===== src/rtl/regfile_dump_reader_pkg.sv =====
// Shared regfile bus widths and dump-engine state encoding.
// Anything that connects to the regfile read port imports this package.
package regfile_dump_reader_pkg;

    localparam int REG_ADDR_W = 5;
    localparam int REG_W      = 32;
    localparam int REG_NUM    = 32;

    typedef logic [REG_W-1:0]      reg_bus_t;
    typedef logic [REG_ADDR_W-1:0] reg_addr_t;

    typedef enum logic [1:0] {
        ST_IDLE = 2'd0,
        ST_READ = 2'd1,
        ST_HOLD = 2'd2,
        ST_DONE = 2'd3
    } state_t;

endpackage


===== src/rtl/regfile_dump_reader.sv =====
// Walks FIRST_ADDR..LAST_ADDR through a shared regfile read port and streams {addr,data}
// words out. The engine keeps a running XOR checksum of every word it streams.
module regfile_dump_reader
    import regfile_dump_reader_pkg::*;
#(
    parameter int FIRST_ADDR = 0,
    parameter int LAST_ADDR  = 31
) (
    input  logic      clk,
    input  logic      rst,
    input  logic      start,
    input  logic      abort,
    output logic      busy,
    output logic      done,
    output reg_bus_t  checksum,
    input  logic      port_grant,
    output logic      re,
    output reg_addr_t raddr,
    input  reg_bus_t  rdata,
    output logic      out_valid,
    input  logic      out_ready,
    output reg_addr_t out_addr,
    output reg_bus_t  out_data,
    output state_t    dbg_state
);

    // Output handshake: a word transfers on any rising edge where out_valid && out_ready;
    // out_valid never drops and out_addr/out_data never change until that transfer, except on abort or rst.

    if (FIRST_ADDR < 0 || FIRST_ADDR > LAST_ADDR || LAST_ADDR >= REG_NUM) begin : g_bad_range
        $error("regfile_dump_reader: FIRST_ADDR/LAST_ADDR range is illegal");
    end

    localparam reg_addr_t FIRST = reg_addr_t'(FIRST_ADDR);
    localparam reg_addr_t LAST  = reg_addr_t'(LAST_ADDR);

    state_t    state;
    state_t    state_next;
    reg_addr_t addr_cnt;
    logic      launch;
    logic      capture;
    logic      accept;

    assign dbg_state = state;

    always_ff @(posedge clk) begin
        if (rst) begin
            state <= ST_IDLE;
        end else begin
            state <= state_next;
        end
    end

    // The ID stage owns the read port whenever port_grant is low, so re follows grant directly.
    always_comb begin
        state_next = state;
        busy       = 1'b1;
        done       = 1'b0;
        re         = 1'b0;
        raddr      = '0;
        launch     = 1'b0;
        capture    = 1'b0;
        accept     = 1'b0;
        case (state)
            ST_IDLE: begin
                busy = 1'b0;
                if (start && !abort) begin
                    launch     = 1'b1;
                    state_next = ST_READ;
                end
            end
            ST_READ: begin
                raddr = addr_cnt;
                re    = port_grant;
                if (abort) begin
                    state_next = ST_IDLE;
                end else if (port_grant) begin
                    capture    = 1'b1;
                    state_next = ST_HOLD;
                end
            end
            ST_HOLD: begin
                if (abort) begin
                    state_next = ST_IDLE;
                end else if (out_ready) begin
                    accept     = 1'b1;
                    state_next = (addr_cnt == LAST) ? ST_DONE : ST_READ;
                end
            end
            ST_DONE: begin
                done       = 1'b1;
                state_next = ST_IDLE;
            end
            default: state_next = ST_IDLE;
        endcase
    end

    // The counter stops at LAST rather than incrementing, so LAST=31 never wraps to 0.
    always_ff @(posedge clk) begin
        if (rst) begin
            addr_cnt  <= FIRST;
            checksum  <= '0;
            out_valid <= 1'b0;
            out_addr  <= '0;
            out_data  <= '0;
        end else begin
            if (launch) begin
                addr_cnt <= FIRST;
                checksum <= '0;
            end
            if (capture) begin
                out_data  <= rdata;
                out_addr  <= addr_cnt;
                checksum  <= checksum ^ rdata;
                out_valid <= 1'b1;
            end
            if (accept) begin
                out_valid <= 1'b0;
                if (addr_cnt != LAST) begin
                    addr_cnt <= addr_cnt + 5'd1;
                end
            end
            if (abort && state != ST_IDLE) begin
                out_valid <= 1'b0;
            end
        end
    end

endmodule


===== config.mk =====
export PLATFORM = sky130hd
export DESIGN_NAME = regfile_dump_reader
export DESIGN_NICKNAME = d
export VERILOG_FILES = /design/src/rtl/regfile_dump_reader_pkg.sv /design/src/rtl/regfile_dump_reader.sv
export SDC_FILE = /design/constraint.sdc
export NUM_CORES = 1
export LEC_CHECK = 0
export BUFFER_PORTS_ARGS = -buffer_cell sky130_fd_sc_hd__buf_4
export CAP_MARGIN = 40
export CORE_MARGIN = 4
export CORE_UTILIZATION = 45
export DETAILED_ROUTE_END_ITERATION = 6
export GPL_ROUTABILITY_DRIVEN = 0
export PLACE_DENSITY = 0.83
export SYNTH_ARGS = -nofsm -noshare
export SYNTH_HDL_FRONTEND = slang
export SYNTH_SLANG_ARGS = --single-unit

===== constraint.sdc =====
create_clock -name clk -period 2.6 [get_ports clk]
set_clock_uncertainty 0.05 [all_clocks]
set_input_delay 0 -clock clk [delete_from_list [all_inputs] [get_ports clk]]
set_output_delay 0 -clock clk [all_outputs]
set_load 0.01 [all_outputs]

==> summary.md <==
| Metric | Value |
|---|---|
| Post-route setup TNS | `0 ns` |
| DRT antenna net count | `0` |
| Post-route clock period utilization | `~76%` |
| Slowest stage delay, CP | `roughly 0.48 ns` |
| Die ar. | `slightly below 9000 sq um` |
| Register area share after synthesis | `47.35%` |
| RSZ-0062 raised after global routing | `no` |
| Final Worst Setup Slack | `0.6164 ns` |
| Detail Placement HPWL | `about 5.5 mm` |
| H-Tree Depth | `3` |
| CTS resizes | `0` |
| Clock slew at reported path FFs | `~0.07 ns` |
| PD cells | `between 400 and 500 nW/um^2` |
| Max-cap violations | `0` |
| Fin Hold WS | `around 0.024 ns` |
| Synth top area cells | `dfxtp_1 47%, nand2_1 8.8%, a21boi_1 7.4%` |
| Area Overhead vs Synth | `43.74%` |
| Vias in the first global route | `slightly below 3000` |
| Slew headroom | `between 50 and 60%` |
| Top FF cell, synth | `dfxtp_1` |
| Mapped Cells | `between 300 and 400` |
| Fillers | `roughly 540` |
| CTS tree | `yes` |
| Crit start category | `flop` |
| Most used cell, CP | `ha_1` |
| Hold Path Class | `input port to flop` |
| Pin count of the biggest net entering global routing | `58` |
| CTS sink count | `between 70 and 80` |
| Status | `finished clean` |
| Dpl cells | `between 500 and 600` |
| Total GRT Usage | `~20%` |
| CTS root buf | `clkbuf_8` |
| Leakage | `between 1.5 and 2 nW` |
| Total CTS buffers | `9` |
| CP endpoint kind | `flop` |
| Number of antenna violations at the first check in global routing | `0` |
| Die W | `between 90 and 100 um` |
| Async SR Flop Fraction | `0%` |
| Grt ovf | `0` |
| Syn_area_per_cell | `roughly 8.3 sq um` |
| Storage cell area | `about 1500 sq um` |
| Layout cell share with drive strength beyond 1 | `between 20% and 30%` |
| Mapped Nets | `approximately 430` |
| Setup repair bufs after CTS | `0` |
| Antenna diodes | `0` |
| Vias/cell | `4.983` |
| Routed WL per cell | `roughly 14 um` |
| Post-synth design cell area | `around 3300 sq um` |
| Synth warn | `0` |
| Setup Crit Path Kind | `flop to flop` |
| Final non-filler cell area | `between 4000 and 5000 sq um` |
| Crit-path leading delay family | `simple AND/OR/NAND/NOR gates` |
| Worst Path Buf+Inv | `0` |
| Routed WL | `8.597 mm` |
| Core area | `6907 sq um` |
| Largest fanout on the critical path | `6` |
| Pre-CTS setup slack | `approximately 0.63 ns` |
| Tot Pwr | `2.324 mW` |
| Area of the multi-input gates | `1431 sq um` |
| DRT iter0 DRCs | `76` |
| Least-Margin Pin Slew | `~0.68 ns` |
| Crit-path cells | `ha_1 -> and3_1 -> ha_1 -> nand4bb_4 -> or4_1 -> o22ai_1` |
| Finished Core Util | `67.75%` |
| Drt first pass iters | `4` |
| Port Buffers | `approximately 120` |
| FP Rows | `30` |
| Worst skew pair latency | `~0.34 ns` |
| Final Hold Fails | `0` |
| Largest area contributor in the netlist | `dfxtp_1` |
| Height of the die | `a little over 90 um` |
| Minimum clock period | `1.984 ns` |
| Nets | `572` |
| Max Root-Sink Buffers | `2` |
| Share of the synthesized area in the top cell type | `between 40% and 50%` |
| WP data arrival | `between 2 and 2.5 ns` |
| Setup-failing EPs final | `0` |
| Vias | `around 3200` |
| # DRC | `0` |
| Post-synth EDFFs | `0` |
| First-pass GRT wire length | `13.81 mm` |
| I/O Pins | `about 120` |
| Initial Utilization | `between 40 and 50%` |
| Final Max Tran Viols | `0` |
| Seq cells post-synth | `77` |
| Distinct cells, synth | `36` |
| Placed Area | `between 4000 and 5000 sq um` |
| Worst Path Required | `2.82 ns` |
| CP max-delay cell | `or4_1` |
| Non-Filler Instances | `roughly 630` |
| Peak Freq | `slightly above 500 MHz` |
| Worst IR Drop VDD | `~0.36 mV` |
[logic make-up after synthesis]
group / after synthesis / synth area share (%)
compound gates: 114 / 20.68
mux: 1 / 0.3075
fa+ha+maj: 2 / 0.7685
flops: 77 / 47.35
buf+inv: 61 / 9.185
simple gates: 136 / 21.71
[placed cells by master, fill, tap and decap left out, types with 2 or more instances in the layout]
cell type,instances
ha_1,2
nand3_1,3
nor2_1,2
dlygate4sd3_1,35
nand2b_1,2
dfxtp_1,77
nand2_1,76
a211oi_1,2
inv_1,36
a21oi_1,40
buf_4,120
o21ai_0,34
or3_1,32
clkbuf_8,10
clkinvlp_4,2
nand4bb_4,2
a31o_1,2
nor3_1,2
and2_1,6
o211ai_1,2
a21boi_1,32
[synthesized netlist by cell type, types with 3 or more instances]
cell,count
dfxtp_1,77
a21oi_1,40
o21ai_0,34
or3_1,32
nand2_1,76
a21boi_1,32
nand3_1,3
and2_1,6
buf_2,8
buf_6,7
inv_1,36
clkbuf_1,8
[path summary, 6_finish.rpt]
check          startpoint      endpoint  slack [ns]  depth (start not counted)
max           addr_cnt[0]   addr_cnt[3]        0.62                          6
min             out_ready  dbg_state[0]        0.02                          4
max reg2reg   addr_cnt[0]   addr_cnt[3]        0.62                          6
min reg2reg  out_data[13]  out_data[13]        0.41                          2
[power breakdown]
part	switching, mW	internal [mW]	total [mW]
clock	0.439	0.472	0.911
sequential	0.00970	1.19	1.20
combinational	0.0952	0.118	0.213
[final cells by class]
class / instances / area share [%]
multi-input combinational: 253 / 30.59
timing repair buffer: 155 / 26.74
sequential: 77 / 32.94
clock inverter: 5 / 1.257
tap: 96 / 2.567
clock buffer: 11 / 3.021
inverter: 36 / 2.888
[worst min-delay path, stage by stage]
cell       delay (ns)
buf_4            0.11
mux2i_1          0.07
a2bb2oi_1        0.13
nor2_1           0.07
[state kept, by name, indices dropped and copies added, names as in the netlist]
register   cells
checksum      32
out_data      32
addr_cnt       5
out_addr       5
dbg_state      2
out_valid      1
[routing by layer]
metal,wire length (um),up-vias,GRT usage [%]
met2,4236,105,34.73
met4,152,0,6.838
met3,528,14,5.873
met5,0,-,0
met1,3679,1454,23.59
li1,-,1581,-
[repair_timing]
action	4_1_cts	5_1_grt
hold endpoints to repair	68	0
setup endpoints to repair	0	0
hold buffers	35	0
No activity file was read; power rests on OpenSTA's default activity.
